--- src/rtl/digital_clock_pkg.sv ---
// Shared types, limits and the load-field range check for the hh:mm:ss timekeeping core.
package digital_clock_pkg;

    localparam int unsigned HH_W = 5;
    localparam int unsigned MM_W = 6;
    localparam int unsigned SS_W = 6;

    localparam logic [SS_W-1:0] SEC_MAX = 6'd59;
    localparam logic [MM_W-1:0] MIN_MAX = 6'd59;

    typedef enum logic [1:0] {
        StStopped,
        StRunning,
        StLoad
    } clk_state_e;

    // Hours are 0..23 in 24 h mode and 1..12 in 12 h mode.
    function automatic logic fields_in_range(input int unsigned     hour_mode,
                                             input logic [HH_W-1:0] hh,
                                             input logic [MM_W-1:0] mm,
                                             input logic [SS_W-1:0] ss);
        logic hh_ok;
        if (hour_mode == 12) begin
            hh_ok = (hh >= 5'd1) && (hh <= 5'd12);
        end else begin
            hh_ok = (hh <= 5'd23);
        end
        return hh_ok && (mm <= MIN_MAX) && (ss <= SEC_MAX);
    endfunction

endpackage

--- src/rtl/clock_prescaler.sv ---
// Divides the system clock down to one wrap pulse every TICK_DIV enabled cycles.
module clock_prescaler #(
    parameter int unsigned TICK_DIV = 50_000_000
) (
    input  logic clk,
    input  logic rst_n,
    input  logic enable,
    input  logic clear,
    output logic wrap
);

    localparam int unsigned     CntW   = (TICK_DIV > 1) ? $clog2(TICK_DIV) : 1;
    localparam logic [CntW-1:0] CntMax = CntW'(TICK_DIV - 1);

    logic [CntW-1:0] count_q, count_d;

    assign wrap = enable && (count_q == CntMax);

    always_comb begin
        count_d = count_q;
        if (clear || wrap) begin
            count_d = '0;
        end else if (enable) begin
            count_d = count_q + 1'b1;
        end
    end

    always_ff @(posedge clk or negedge rst_n) begin
        if (!rst_n) begin
            count_q <= '0;
        end else begin
            count_q <= count_d;
        end
    end

endmodule

--- src/rtl/digital_clock_core.sv ---
// hh:mm:ss timekeeping core: 1 Hz prescaler, 24 h / 12 h counting, time-load handshake
// and a minute-resolution alarm.
module digital_clock_core
    import digital_clock_pkg::*;
#(
    parameter int unsigned TICK_DIV  = 50_000_000,
    parameter int unsigned HOUR_MODE = 24
) (
    input  logic            clk,
    input  logic            reset,
    input  logic            run,
    input  logic            set_valid,
    output logic            set_ready,
    input  logic [HH_W-1:0] set_hh,
    input  logic [MM_W-1:0] set_mm,
    input  logic [SS_W-1:0] set_ss,
    input  logic            set_pm,
    output logic            set_err,
    input  logic            alarm_en,
    input  logic [HH_W-1:0] alarm_hh,
    input  logic [MM_W-1:0] alarm_mm,
    input  logic            alarm_pm,
    input  logic            alarm_ack,
    output logic            alarm,
    output logic            tick_1hz,
    output logic [SS_W-1:0] seconds,
    output logic [MM_W-1:0] minutes,
    output logic [HH_W-1:0] hours,
    output logic            pm
);

    localparam logic             Mode12    = (HOUR_MODE == 12);
    localparam logic [HH_W-1:0] HourReset = Mode12 ? 5'd12 : 5'd0;

    clk_state_e      state_q, state_d;
    logic [SS_W-1:0] ss_q, ss_d;
    logic [MM_W-1:0] mm_q, mm_d;
    logic [HH_W-1:0] hh_q, hh_d, hh_inc;
    logic            pm_q, pm_d, pm_inc;
    logic            alarm_q, alarm_d;
    logic            tick_q, tick_d;
    logic            err_q, err_d;

    logic fields_ok, load_req, accept, prescale_en, wrap, advance, alarm_hit;

    assign set_ready   = (state_q != StLoad);
    assign fields_ok   = fields_in_range(HOUR_MODE, set_hh, set_mm, set_ss);
    assign load_req    = set_valid && set_ready;
    assign accept      = load_req && fields_ok;
    assign prescale_en = (state_q == StRunning);
    // A load in the same cycle as a wrap swallows that second.
    assign advance     = wrap && !accept;

    clock_prescaler #(
        .TICK_DIV (TICK_DIV)
    ) u_prescaler (
        .clk    (clk),
        .rst_n  (reset),
        .enable (prescale_en),
        .clear  (accept),
        .wrap   (wrap)
    );

    always_comb begin
        state_d = run ? StRunning : StStopped;
        if (accept) begin
            state_d = StLoad;
        end
    end

    // 12 h: 11 -> 12 flips AM/PM, 12 -> 1 keeps it.
    always_comb begin
        hh_inc = hh_q + 5'd1;
        pm_inc = pm_q;
        if (Mode12) begin
            if (hh_q == 5'd12) begin
                hh_inc = 5'd1;
            end else if (hh_q == 5'd11) begin
                pm_inc = !pm_q;
            end
        end else if (hh_q == 5'd23) begin
            hh_inc = '0;
        end
    end

    always_comb begin
        ss_d = ss_q;
        mm_d = mm_q;
        hh_d = hh_q;
        pm_d = pm_q;
        if (accept) begin
            ss_d = set_ss;
            mm_d = set_mm;
            hh_d = set_hh;
            pm_d = Mode12 && set_pm;
        end else if (advance) begin
            if (ss_q == SEC_MAX) begin
                ss_d = '0;
                if (mm_q == MIN_MAX) begin
                    mm_d = '0;
                    hh_d = hh_inc;
                    pm_d = pm_inc;
                end else begin
                    mm_d = mm_q + 6'd1;
                end
            end else begin
                ss_d = ss_q + 6'd1;
            end
        end
    end

    assign alarm_hit = advance && (ss_d == '0) && (mm_d == alarm_mm) && (hh_d == alarm_hh)
                       && (!Mode12 || (pm_d == alarm_pm));

    always_comb begin
        alarm_d = alarm_q;
        if (!alarm_en) begin
            alarm_d = 1'b0;
        end else if (alarm_hit) begin
            alarm_d = 1'b1;
        end else if (alarm_ack) begin
            alarm_d = 1'b0;
        end
        tick_d = advance;
        err_d  = load_req && !fields_ok;
    end

    always_ff @(posedge clk or negedge reset) begin
        if (!reset) begin
            state_q <= StStopped;
            ss_q    <= '0;
            mm_q    <= '0;
            hh_q    <= HourReset;
            pm_q    <= 1'b0;
            alarm_q <= 1'b0;
            tick_q  <= 1'b0;
            err_q   <= 1'b0;
        end else begin
            state_q <= state_d;
            ss_q    <= ss_d;
            mm_q    <= mm_d;
            hh_q    <= hh_d;
            pm_q    <= pm_d;
            alarm_q <= alarm_d;
            tick_q  <= tick_d;
            err_q   <= err_d;
        end
    end

    assign set_err  = err_q;
    assign alarm    = alarm_q;
    assign tick_1hz = tick_q;
    assign seconds  = ss_q;
    assign minutes  = mm_q;
    assign hours    = hh_q;
    assign pm       = pm_q;

endmodule

--- config.mk ---
export PLATFORM = sky130hd
export DESIGN_NAME = digital_clock_core
export DESIGN_NICKNAME = d
export VERILOG_FILES = /design/src/rtl/digital_clock_pkg.sv /design/src/rtl/clock_prescaler.sv /design/src/rtl/digital_clock_core.sv
export SDC_FILE = /design/constraint.sdc
export NUM_CORES = 1
export LEC_CHECK = 0
export CAP_MARGIN = 20
export CORE_UTILIZATION = 55
export CTS_BUF_LIST = sky130_fd_sc_hd__clkbuf_2 sky130_fd_sc_hd__clkbuf_4 sky130_fd_sc_hd__clkbuf_8
export CTS_CLUSTER_DIAMETER = 40
export CTS_CLUSTER_SIZE = 40
export DETAILED_ROUTE_END_ITERATION = 8
export GPL_TIMING_DRIVEN = 0
export MAX_ROUTING_LAYER = met4
export PLACE_DENSITY = 0.82
export SKIP_CTS_REPAIR_TIMING = 1
export SLEW_MARGIN = 5
export SYNTH_ARGS = -nofsm -noshare
export SYNTH_HDL_FRONTEND = slang
export SYNTH_SLANG_ARGS = --single-unit
--- constraint.sdc ---
create_clock -name clk -period 7.3 [get_ports clk]
set_input_delay 0.73 -clock clk [delete_from_list [all_inputs] [get_ports clk]]
set_output_delay 0.73 -clock clk [all_outputs]
set_load 0.02 [all_outputs]
# Word level (Yosys, flattened, before mapping)
# Cells that the tools add are included.
# classes
n_addsub	4
order_cmp	3
n_eq_ne	9
muxes	19
n_reduce_logical	15
# op_table
operator	n
26-bit 2-to-1 mux	2
6-bit 2-to-1 mux	7
26-bit by 1-bit adder with 26-bit output (second input constant)	1
26-bit == test (second input constant)	1
5-bit 2-to-1 mux	5
6-bit by 1-bit adder with 6-bit output (second input constant)	2
6-bit == test (second input constant)	2
6-bit less-or-equal comparator (second input constant)	2
1-bit logical AND	10
6-bit == test	1
6-bit zero test	1
5-bit by 1-bit adder with 5-bit output (second input constant)	1
5-bit == test	1
5-bit == test (second input constant)	1
5-bit less-or-equal comparator (second input constant)	1
1-bit 2-to-1 mux	4
3-bit by 1-bit != test with 1-bit output (second input constant)	1
2-bit by 1-bit == test with 1-bit output (second input constant)	1
1-bit zero test	2
2-bit 2-to-1 mux	1
2-bit != test (second input constant)	1
2-bit nonzero test	1
1-bit logical OR	1
# totals
register_bits	48
in_bits	36
output_inout_bits	22

# Longest topological paths before layout
# Gate-level depths: netlist (run 1).
# depth
ltp_word	14
ltp_mapped	11
mapped_depth_nobuf	9

# Modules after synthesis
# From an unflattened synthesis (run 1), not the netlist that was laid out.
# unflattened
cells_unflattened	336
hier_area_um2	3078.0
# by_module_without_submodules
module	instances	cells_each	area_each_um2	seq_area_each_um2
digital_clock_core	1	187	1661.6	550.5
clock_prescaler	1	149	1416.4	650.6

# Least setup slack after synthesis (run 1)
# No wires, ideal clock.
# synth_path
kind	flip-flop to flip-flop
start	register ss_q[0] (netlist: seconds[0])
end	register alarm_q (netlist: alarm)
arrival_ns	2.897
t_required_ns	7.224
setup_slack_ns	4.327
stages_incl_launch_ff	10
synth_period_minus_slack_ns	2.973
path_cell_list	dfrtp_1 -> ha_1 -> nand4b_4 -> or4_4 -> nor3_2 -> mux2_2 -> nand2_1 -> o311ai_0 -> or4_1 -> o21ai_1
# synth_between
elab_chain_len	10
elab_cells_between_ends	20
# synth_lines
item	line_no	text
from (decl)	digital_clock_core.sv:36	logic [SS_W-1:0] ss_q, ss_d;
from (signal assigned)	digital_clock_core.sv:140	ss_q <= ss_d;
6-bit by 1-bit adder with 6-bit output / 6-bit == test (equally long branches)	digital_clock_core.sv:107, digital_clock_core.sv:97	
6-bit 2-to-1 mux	digital_clock_core.sv:97	if (ss_q == SEC_MAX) begin
6-bit 2-to-1 mux	digital_clock_core.sv:96	end else if (advance) begin
6-bit 2-to-1 mux	digital_clock_core.sv:91	if (accept) begin
6-bit zero test	digital_clock_core.sv:112	assign alarm_hit = advance && (ss_d == '0) && (mm_d == alarm_mm) && (hh_d == alarm_hh)
1-bit logical AND (2 in a row)	digital_clock_core.sv:112	
1-bit logical AND (*)	digital_clock_core.sv:112	
1-bit 2-to-1 mux	digital_clock_core.sv:119	end else if (alarm_hit) begin
1-bit 2-to-1 mux	digital_clock_core.sv:117	if (!alarm_en) begin
to (signal assigned)	digital_clock_core.sv:144	alarm_q <= alarm_d;
to (decl)	digital_clock_core.sv:40	logic alarm_q, alarm_d;
# Mark *: on every way between the ends. The rest lies on a longest branch, timed or not.
# A chain may end at the register's enable or synchronous reset.

# Final worst setup path (run 1)
# layout_path
start	input port set_ss[5]
end	register u_prescaler.count_q[20]
# layout_between
elab_chain_len	5
elab_cells_between_ends	6
# layout_lines
item	line_no	text
from (decl)	digital_clock_core.sv:16	input logic [SS_W-1:0] set_ss,
6-bit less-or-equal comparator (*)	digital_clock_pkg.sv:28	return hh_ok && (mm <= MIN_MAX) && (ss <= SEC_MAX);
1-bit logical AND (*)	digital_clock_pkg.sv:28	
1-bit logical AND (*)	digital_clock_core.sv:49	assign accept = load_req && fields_ok;
1-bit logical OR (*)	clock_prescaler.sv:21	if (clear || wrap) begin
26-bit 2-to-1 mux / 2-bit nonzero test (equally long branches)	-	
to (signal assigned)	clock_prescaler.sv:32	count_q <= count_d;
to (decl)	clock_prescaler.sv:15	logic [CntW-1:0] count_q, count_d;
# Marks and branches as above.

==> summary by stage, run 1 <==
Drt
After detailed routing, the number of vias per cell comes to 6.00. The count of nets left with antenna violations after detail routing is 0. The routed length per instance is 16.6 um. For this run, the detailed router's first-pass iteration total came to 6. Wires add up to 7.74 mm. The count of routing violations after the opening detailed-route iteration is 228. The via total after detailed routing is 2803.

In the routed design, unresolved DRC markers number 0.

Placement
The placed wire-length estimate after detailed placement is approximately 5.7 mm. At the end of routability-driven placement, the weighted congestion stood at between 0.9 and 1. During placement, the flow inserted port buffers numbering 54.

Including well taps, the total number of placed cells is ~460.

Logic synthesis
Counting flops with a built-in enable in the synthesized netlist gives 0. The yosys synthesis warning count is 0. The mapped cell area is between 2000 and 3000 um^2. Dividing the synthesized area by the synthesized cell count gives 8.70 um^2. Counting every instance in the synthesized netlist gives 334. After synthesis the netlist holds a flip-flop and latch count of 48.

The total nets after synthesis is 374. The async set or reset register ratio after synthesis is 1.00. The sequential area share after synthesis is 0.413. The number of distinct standard cells referenced by the synthesized netlist is 56.

In the synthesized netlist the dominant register cell turns out to be dfrtp_1.

Critical path
The start point of the critical path is set_ss[5]. The worst setup path is captured at a flop. The depth of the critical timing path with buffers and inverters included is 10.

The slowest stage of the critical path is the clkdlybuf4s50_1 cell. The cell repeated most along the worst path is clkbuf_1. The critical path is of the in -> reg type.

The required time of the critical path is 7.53 ns. The number of cells on the worst reg-to-reg path is 9. The critical path contains buffers and inverters numbering 5 combined. Following the worst setup path forward leads to its endpoint at u_prescaler.count_q[20]$_DFFE_PN0P_. STA classifies the critical path startpoint as a primary input. The stage delay of the slowest cell on the critical path is roughly 0.5 ns. In this design, the largest share of critical-path delay is due to buffers and inverters.

The critical path goes through clkdlybuf4s50_1, nand4_1, nand3_1, or2_2, clkbuf_1, clkbuf_1, clkbuf_1, nand2_1, clkbuf_1, nor2_1. The internal reg-to-reg setup slack is 4.03 ns. The origin of the critical flop-to-flop path is seconds[0]$_DFF_PN0_. At the worst endpoint, the arrival time is between 3 and 4 ns. Along the worst path, the maximum fanout reaches 10. In this run the critical register-to-register path is captured at alarm$_DFFE_PN0P_.

Floorplan
The die is ~75 um wide. The count of boundary I/O pins is 58. The count of standard-cell rows is 26. The die height is about 75 um. The initial core utilization is 0.569.

The core outline area is 5110 um^2. The floorplan die area is 5580 um^2.

GRT
The global-route wire length before repair is 12.1 mm. The total track usage is 0.301. The number of global-route vias before repair is 2590.

The total grt overflow is 0. Entering global routing, the biggest net connects 36 pins. The initial antenna violation count is 0.

Timing
The actual transition at the worst max-transition pin is roughly 0.8 ns. The final cycle utilization of the critical path is 0.491. The total count of hold-check failures in the final report is 0. The total negative slack is 0 ns. The maximum operating frequency is 279 MHz.

Setup repair after global routing left no endpoint under its margin. The number of setup violations in the final report is 0. The post-route minimum period is approximately 3.6 ns. The final-report max-slew violation count is 0. Measured against its own limit, the worst slew margin works out to 0.451. Between clock sinks in the finished design, the worst skew comes to between 0.009 and 0.01 ns.

Layout
Fill cells in the final layout number roughly 430. The most common cell after layout, fill and taps aside is nor2_1. The total number of nets in the final design is between 400 and 500. The number of cells in the finished layout apart from fillers is about 470. The repair_antennas step left the layout with diodes totalling 0.

The area growth from synthesis to final layout is 25.5%. The fraction of final layout cells with drive strength greater than 1 is 0.0605. In the layout the commonest cells are nor2_1 (58), clkdlybuf4s50_1 (53), dfrtp_1 (48).

Clock network
CTS saw 48 sinks. The number of buffers created by CTS is 5. In this run the clock root is driven by a clkbuf_8.

TritonCTS built the clock tree. The H-tree generated during clock tree synthesis spans 2 levels. The clock reaches the later pin of the worst-skew pair after 0.31 ns.

The longest clock path from root to sink contains 2 buffers. After clock tree synthesis, the clock-pin slew on the worst setup and hold paths is about 0.1 ns.

Power
For this design the ratio of total power to cell area is 191 nW/um^2. The total power is 0.697 mW. Across the VDD grid, the largest voltage drop is approximately 98 uV. The leakage component of the power is 1.46 nW.

Job
Across the run, the number of max-cap violations was 0.

Outcome
The flow ran to the end, and the final reports show no timing, DRC or antenna violations.

Min path
The path class of the tightest hold or removal check is in -> async.
-- worst min path at each step --
stage	to	from	slack, ns
final	minutes[0]$_DFF_PN0_	reset	0.32
after global routing	minutes[0]$_DFF_PN0_	reset	0.33
after CTS	minutes[0]$_DFF_PN0_	reset	0.32
after detailed placement	alarm$_DFFE_PN0P_	alarm$_DFFE_PN0P_	0.50
after global placement	alarm$_DFFE_PN0P_	alarm$_DFFE_PN0P_	0.51
after floorplan	alarm$_DFFE_PN0P_	reset	0.43
-- area by class of cell --
| cell class | instances | area (um^2) | area share |
|---|---|---|---|
| inverters | 10 | 37.5 | 0.0103 |
| repair buffers | 55 | 556 | 0.152 |
| clock inverters | 2 | 15.0 | 0.00412 |
| plain buffers | 11 | 47.5 | 0.0130 |
| multi-input cells | 265 | 1620 | 0.444 |
| well taps | 70 | 87.6 | 0.0240 |
| flip-flops and latches | 48 | 1200 | 0.329 |
| clock buffers | 6 | 82.6 | 0.0226 |
-- layer usage --
layer  track usage  part of all wire
met1         0.355              0.41
met2         0.506              0.51
met3        0.0522             0.056
met4         0.130             0.028
met5             -                 0
-- worst register-to-register path: stages, from the launching register on --
cell,delay [ns]
dfrtp_1,0.46
ha_1,0.34
nand4b_4,0.18
nor4_2,0.59
a21oi_1,0.14
a311oi_1,0.32
o32ai_1,0.17
or3_1,0.35
or4_1,0.54
o21ai_1,0.13
-- synthesized netlist by cell type, types with 4 or more instances --
library cell / instances / share of area
nand2_1: 29 / 0.037
xor2_1: 18 / 0.054
inv_1: 10 / 0.013
o21ai_0: 11 / 0.019
nand3_1: 21 / 0.036
or3_1: 6 / 0.013
a31oi_1: 10 / 0.022
ha_1: 4 / 0.017
nand4_1: 15 / 0.032
xnor2_1: 12 / 0.036
nor2_1: 58 / 0.075
a21oi_1: 9 / 0.015
nand2b_1: 4 / 0.0086
clkbuf_1: 7 / 0.0090
nor2b_1: 6 / 0.013
dfrtp_1: 48 / 0.41
-- state kept, by name (all words and copies together) (netlist names) --
register             cells
hours                    5
set_err                  1
state_q                  2
alarm                    1
minutes                  6
u_prescaler.count_q     26
tick_1hz                 1
seconds                  6
-- report_power, final --
group	switching (mW)	internal [mW]
registers	0.0344	0.288
logic	0.109	0.0950
clock network	0.0932	0.0768
total	0.237	0.460
-- stage by stage --
stage	utilization	instance area [um^2]	setup slack (ns)	hold WS [ns]
5_1_grt	0.714	3650	3.53	0.327
2_1_floorplan	-	2910	4.33	0.434
3_5_place_dp	0.695	3550	3.48	0.504
6_report	0.714	3650	3.71	0.317
3_3_place_gp	0.692	3530	3.49	0.507
4_1_cts	0.714	3650	3.79	0.317
-- cells by family (layout without fill, tap and decap cells) --
family	Yosys count	in the layout	synth area share
AOI/OAI and AO/OA	51	51	0.114
xor gates and xnor gates	30	30	0.0904
adders and majority gates	4	4	0.0172
buffers and inverters	21	84	0.0293
DFF	48	48	0.413
muxes	5	5	0.0181
other	1	1	0.00129
and+or+nand+nor	174	174	0.317
(Power assumes the default switching activity.)
==> run 2: changes to the inputs <==
- CORE_UTILIZATION: 55 -> 48
- PLACE_DENSITY: 0.82 -> 0.76
- clock period: 7.3 -> 3.1 ns (I/O delays scaled with it)
==> run 2 against run 1 <==
Effect of this change: via count decreased by 0.86%; setup slack got worse by 3.7 ns; cell area increased by 3.2%; largest cell class unchanged.
==> summary by stage, run 2 (synthesis results as in run 1) <==
Outcome
The flow ran to the end, and the final reports show no timing, DRC or antenna violations.

Placement
The routability congestion estimate is 0.901 (-1.5%). The placed cell count is 461 (+0.44%). The placed wire-length estimate after detailed placement is 5.77 mm (+1.2%). The pre-CTS setup slack is -0.248 ns (-3.73 ns). The placement-stage cell area was 3550 um^2 (about the same).

The number of buffer cells added on primary ports is 54 (unchanged).

Floorplan
The die span in x is 79.8 um (+6.9%). The count of boundary I/O pins is 58 (unchanged). The core outline area is 5680 um^2 (+11%). The count of standard-cell rows was 27 (+3.8%). The die height is 79.8 um (+6.9%). The floorplan die area was 6370 um^2 (+14%). The initial core utilization was 0.512 (-0.0570).

Critical path
The critical path starts at minutes[0]$_DFF_PN0_. The data arrival time of the worst path is 3.29 ns (-0.53 ns). The required time of the critical path is 3.34 ns (-4.19 ns).

The slowest cell on the critical path is or4_1. The kind of start point of the critical path is a flop. The internal reg-to-reg setup slack came to 0.06 ns (-3.97 ns).

The stage delay of the slowest cell on the critical path came to 0.54 ns (+0.03 ns). The critical path capture point is alarm$_DFFE_PN0P_. The critical path start-end classification is reg -> reg. The worst path buffer plus inverter count is 0 (-5). Walking the worst path, the cells encountered are ha_1, nand2b_1, nor4_4, a21oi_1, a311oi_1, o32ai_1, or3_1, or4_1, o21ai_1. On the critical path the largest part of the delay comes from simple AND/OR/NAND/NOR gates.

The highest net fanout along the worst path is 6 (-4). The worst register-to-register path ends at alarm$_DFFE_PN0P_. The category of the worst setup path capture point is a flop. The number of cells on the worst reg-to-reg path is 9 (unchanged). The depth of the critical timing path with buffers and inverters included is 9 (-1). In this run the critical register-to-register path is launched from minutes[0]$_DFF_PN0_.

Power
The maximum VDD drop is 275 uV (+180%). The total power was 1.79 mW (+160%). The leakage component of the power came to 1.53 nW (+4.1%). The power per cell area came to 475 nW/um^2 (+150%).

Layout
The total number of nets in the final design is 437 (+0.23%). The number of antenna repair diodes came to 0 (unchanged). The area growth from synthesis to final layout is 29.5%. The number of fillers in the final layout is 478 (+12%). The register ranked first by flip-flop count is u_prescaler.count_q.

The number of cells in the finished layout apart from fillers is 469 (+0.43%). The most common cell after layout, fill and taps aside is nor2_1. The number of flip-flops under the largest register name came to 26 (unchanged). The library cells used most frequently in the layout, excluding fill and tap cells, are nor2_1 (58), clkdlybuf4s50_1 (53), dfrtp_1 (46). The post-route cell area is 3760 um^2 (+3.2%). The fraction of final layout cells with drive strength greater than 1 came to 0.0781 (+0.0176).

Timing
Setup repair after global routing could not meet its margin everywhere. The total negative slack is 0 ns (unchanged). The final-report max-slew violation count is 0 (unchanged). The post-layout worst setup margin was 0.0567 ns (-3.66 ns). Subtracting the final worst setup slack from the clock period gives 3.04 ns. The number of setup violations in the final report is 0 (unchanged).

The actual transition at the worst max-transition pin came to 0.565 ns (-0.251 ns). The max-slew headroom at the worst pin is 0.623 (+0.173). The final cycle utilization of the critical path is 0.982. The total count of hold-check failures in the final report is 0 (unchanged). The maximum operating frequency is 329 MHz. The final setup skew is 0.0112 ns (+0.00145 ns).

Drt
The count of routing violations after the opening detailed-route iteration is 194 (-15%). The via total after detailed routing is 2779 (-0.86%). The final routed DRC violation total was 0 (unchanged). The routed length per instance came to 16.6 um (about the same).

The detail-routed via count per cell is 5.93 (-1.3%). The count of nets left with antenna violations after detail routing is 0 (unchanged). The total routed wirelength came to 7.78 mm (+0.43%). The detailed-routing iteration count for the pre-antenna-repair pass came to 4 (-2).

Clock network
The worst-case clock buffer depth is 2 (unchanged). The insertion delay to the later sink of the worst-skew pair is 0.31 ns (about the same). The register clock-pin slew on the reported worst setup and hold paths is 0.09 ns (about the same). The level count of the clock H-tree is 2 (unchanged). The number of sinks driven by the clock tree is 48 (unchanged). The number of buffers created by CTS is 5 (unchanged). TritonCTS built the clock tree. In this run the clock root is driven by a clkbuf_8.

GRT
The pin count of the biggest net entering global routing is 29 (-19%). The global-route wire length before repair is 12.7 mm (+5.5%). The total track usage is 0.266 (-0.0344). The initial antenna violation count is 0 (unchanged).

The number of global-route vias before repair is 2628 (+1.5%). The total grt overflow is 0 (unchanged).

Job
The reported max-cap violation count came to 0 (unchanged).

Min path
In this run the worst hold path is classified as in -> async.
## run 2: worst register-to-register path, stage by stage (launching register included)
cell	delay [ns]
dfrtp_1	0.43
ha_1	0.21
nand2b_1	0.13
nor4_4	0.50
a21oi_1	0.12
a311oi_1	0.36
o32ai_1	0.19
or3_1	0.37
or4_1	0.54
o21ai_1	0.12
## run 2: per-layer routing
metal / up-vias / wire (um) / global-route usage
li1: 1315 / - / -
met1: 1337 / 3640 / 0.377
met2: 115 / 3550 / 0.395
met3: 12 / 489 / 0.0343
met4: 0 / 95 / 0.0857
met5: - / 0 / -
## run 2: how the worst min path moves through the flow
| stage | end | from | cells after the start | slack [ns] |
|---|---|---|---|---|
| finish | u_prescaler.count_q[14]$_DFFE_PN0P_ | reset | 2 | 0.50 |
| global route | u_prescaler.count_q[20]$_DFFE_PN0P_ | reset | 2 | 0.54 |
| CTS | u_prescaler.count_q[14]$_DFFE_PN0P_ | reset | 1 | -0.03 |
| detailed placement | u_prescaler.count_q[25]$_DFFE_PN0P_ | reset | 1 | 0.30 |
| global placement | alarm$_DFFE_PN0P_ | alarm$_DFFE_PN0P_ | 2 | 0.51 |
| floorplan | alarm$_DFFE_PN0P_ | reset | 0 | 0.01 |
## run 2: per-stage QoR
stage,hold WS (ns),utilization
3_5_place_dp,0.299,0.626
5_1_grt,0.542,0.663
3_3_place_gp,0.512,0.623
6_report,0.503,0.663
4_1_cts,-0.0313,0.649
2_1_floorplan,0.0144,-
## run 2: final cells by class
type | count | area [um^2] | share of cell area
repair buffers | 56 | 566 | 0.150
multi-input cells | 265 | 1690 | 0.449
clock buffers | 5 | 68.8 | 0.0183
well taps | 72 | 90.1 | 0.0239
inverters | 10 | 37.5 | 0.00997
flip-flops and latches | 48 | 1200 | 0.320
plain buffers | 11 | 48.8 | 0.0130
clock inverters | 2 | 60.1 | 0.0160
## run 2: power by group
part | switching [mW] | leakage [nW] | internal [mW]
logic | 0.266 | 0.845 | 0.230
registers | 0.0816 | 0.616 | 0.679
clock network | 0.215 | 0.0642 | 0.318
==> run 3: changes to the inputs <==
- CORE_UTILIZATION: 48 -> 55
- DONT_BUFFER_PORTS: unset -> 1
- PLACE_DENSITY: 0.76 -> 0.71
==> run 3 against run 2 <==
Effect of this change: the run now ends with negative setup slack left; setup slack lost 0.11 ns; sequential share of layout area grew 6.2 points; cell area shrank 16%; via count shrank 8.9%; power shrank 17%; clock skew is essentially flat; routed wire length shrank 8.6%; utilization shrank 4.7 points.
==> summary by stage, run 3 (synthesis results as in run 1) <==
Floorplan
The floorplan die area was 5580 um^2 (-12%). The count of boundary I/O pins was 58 (unchanged). The initial core utilization is 0.569 (+0.0570). The core outline area is 5110 um^2 (-10%). The count of standard-cell rows is 26 (-3.7%). The die span in x was 74.7 um (-6.4%). The die height is 74.7 um (-6.4%).

Outcome
The final reports fail on negative setup slack. The flow ran to the end, but the final reports show violations.

Timing
The post-route minimum period is 3.15 ns (+0.107 ns). The final setup skew is 0.0109 ns (-0.000338 ns). The maximum operating frequency came to 317 MHz (-3.4%). The actual transition at the worst max-transition pin is 0.539 ns (-0.0260 ns). The post-layout worst setup margin is -0.0500 ns (-0.107 ns). The final-report max-slew violation count is 0 (unchanged). The final hold slack was 0.128 ns (-0.374 ns). The total count of hold-check failures in the final report is 0 (unchanged). Setup repair after global routing could not meet its margin everywhere. The max-slew headroom at the worst pin was 0.638 (+0.0143).

The number of setup violations in the final report is 1 (+1). The final cycle utilization of the critical path is 1.02 (+0.0344).

Critical path
The category of the worst setup path capture point is a flop. The slowest stage of the critical path is the or4_4 cell. The required time of the critical path is 3.33 ns (about the same). The stage delay of the slowest cell on the critical path is 0.62 ns (+0.08 ns). The start point of the critical path is seconds[0]$_DFF_PN0_. STA classifies the critical path startpoint as a flop.

The origin of the critical flop-to-flop path is seconds[0]$_DFF_PN0_. The worst setup path is of the reg -> reg kind. Walking the worst path, the cells encountered are ha_4, nand4b_4, or4_4, nor4_2, mux2_2, a22oi_1, o22ai_1, or4_1, o21ai_1.

The data arrival time of the worst path is 3.38 ns (+0.09 ns). The highest net fanout along the worst path is 6 (unchanged).

Layout
The number of flip-flops under the largest register name was 26 (unchanged). The number of cells in the finished layout apart from fillers was 413 (-12%). The most common cell after layout, fill and taps aside is nor2_1. The fraction of final layout cells with drive strength greater than 1 is 0.0816 (+0.00355).

The total number of nets in the final design came to 383 (-12%). The area growth from synthesis to final layout is 8.39%. More flip-flops sit in one register than any other, and that register is u_prescaler.count_q.

The top cell types in the final layout, fill and taps aside, are nor2_1 (58), dfrtp_1 (46), nand2_1 (29). The number of antenna repair diodes is 0 (unchanged).

Clock network
The level count of the clock H-tree is 2 (unchanged). The worst-case clock buffer depth is 2 (unchanged). The clock tree from TritonCTS is done.

The number of sinks driven by the clock tree was 48 (unchanged). The insertion delay to the later sink of the worst-skew pair was 0.30 ns (about the same). The number of buffers created by CTS is 5 (unchanged). The register clock-pin slew on the reported worst setup and hold paths was 0.09 ns (about the same). The root buffer selected by CTS is clkbuf_8.

Placement
The number of buffer cells added on primary ports is 0 (-100%). The placed wire-length estimate after detailed placement was 5.22 mm (-9.4%). The routability congestion estimate was 0.903 (+0.23%). The pre-CTS setup slack is -0.261 ns (-0.0129 ns). The placed cell count is 404 (-12%).

Power
The total net switching power is 0.521 mW (-7.4%). The power per cell area is 473 nW/um^2 (-0.52%). The clock share of power is 0.242 (-0.056). The total power was 1.49 mW (-17%). The maximum VDD drop was 292 uV (+6.4%).

The power share of the combinational group is 0.210 (-0.067). The switching share of power is 0.350 (+0.0352). The cell-internal power is 0.969 mW (-21%).

The sequential fraction of design power was 0.548 (+0.123). The leakage component of the power is 1.28 nW (-16%).

GRT
The total grt overflow is 0 (unchanged). The number of global-route vias before repair is 2411 (-8.3%). The global-route wire length before repair is 11.3 mm (-12%). The total track usage came to 0.278 (+0.0120). The initial antenna violation count is 0 (unchanged).

The pin count of the biggest net entering global routing came to 49 (+69%).

Drt
The via total after detailed routing is 2533 (-8.9%). The detail-routed via count per cell is 6.13 (+3.5%). The count of nets left with antenna violations after detail routing is 0 (unchanged). The count of routing violations after the opening detailed-route iteration was 123 (-37%).

The detailed-routing iteration count for the pre-antenna-repair pass is 4 (unchanged). The total routed wirelength came to 7.11 mm (-8.6%). The routed length per instance is 17.2 um (+3.8%). The final routed DRC violation total is 0 (unchanged).

Min path
The origin of the worst min-delay path is set_mm[2]. In this run the worst hold path is classified as in -> reg.

Job
The reported max-cap violation count is 0 (unchanged).
==> run 3: stage by stage <==
stage	utilization	setup TNS [ns]	cell area (um^2)
after floorplan	-	0	2910
after global placement	0.586	-0.284	2990
after detailed placement	0.586	-0.261	2990
after CTS	0.602	-0.303	3080
after global routing	0.617	-0.123	3150
final	0.617	-0.0500	3150
==> run 3: path summary, 6_finish.rpt <==
path,endpoint,slack (ns),depth (start not counted)
worst max-delay path,alarm$_DFFE_PN0P_,-0.05,9
worst min-delay path,minutes[2]$_DFF_PN0_,0.13,2
worst max register to register,alarm$_DFFE_PN0P_,-0.05,9
worst min register to register,u_prescaler.count_q[25]$_DFFE_PN0P_,0.56,2
max in group asynchronous,seconds[0]$_DFF_PN0_,2.35,2
min in group asynchronous,minutes[1]$_DFF_PN0_,0.52,2
==> run 3: cell type report <==
| class | instances | area (um^2) |
|---|---|---|
| clock buffers | 6 | 76.3 |
| flip-flops and latches | 48 | 1200 |
| fillers | 459 | 1960 |
| multi-input cells | 265 | 1650 |
| inverters | 10 | 37.5 |
| well taps | 70 | 87.6 |
| clock inverters | 1 | 5.00 |
| plain buffers | 11 | 48.8 |
| repair buffers | 2 | 37.5 |
==> run 3: critical path: cells and delay by family (launching register included) <==
kind	cells	cell delay, ns
DFF	1	0.50
adders and majority gates	1	0.21
AOI/OAI and AO/OA	3	0.46
muxes	1	0.42
and+or+nand+nor	4	1.49
==> run 3: metal layers <==
layer | routed length (um) | vias up | global-route usage
met2 | 3570 | 88 | 0.472
met5 | 0 | - | -
met4 | 182 | 0 | 0.113
met1 | 2940 | 1214 | 0.324
li1 | - | 1216 | -
met3 | 412 | 15 | 0.0522
==> run 3: power groups by stage <==
stage / Sequential [mW] / Combinational [mW] / Clock (mW)
floorplan: 0.799 / 0.224 / 0
global placement: 0.820 / 0.274 / 0
detailed placement: 0.823 / 0.279 / 0
CTS: 0.811 / 0.281 / 0.379
global route: 0.826 / 0.348 / 0.396
finish: 0.816 / 0.312 / 0.361
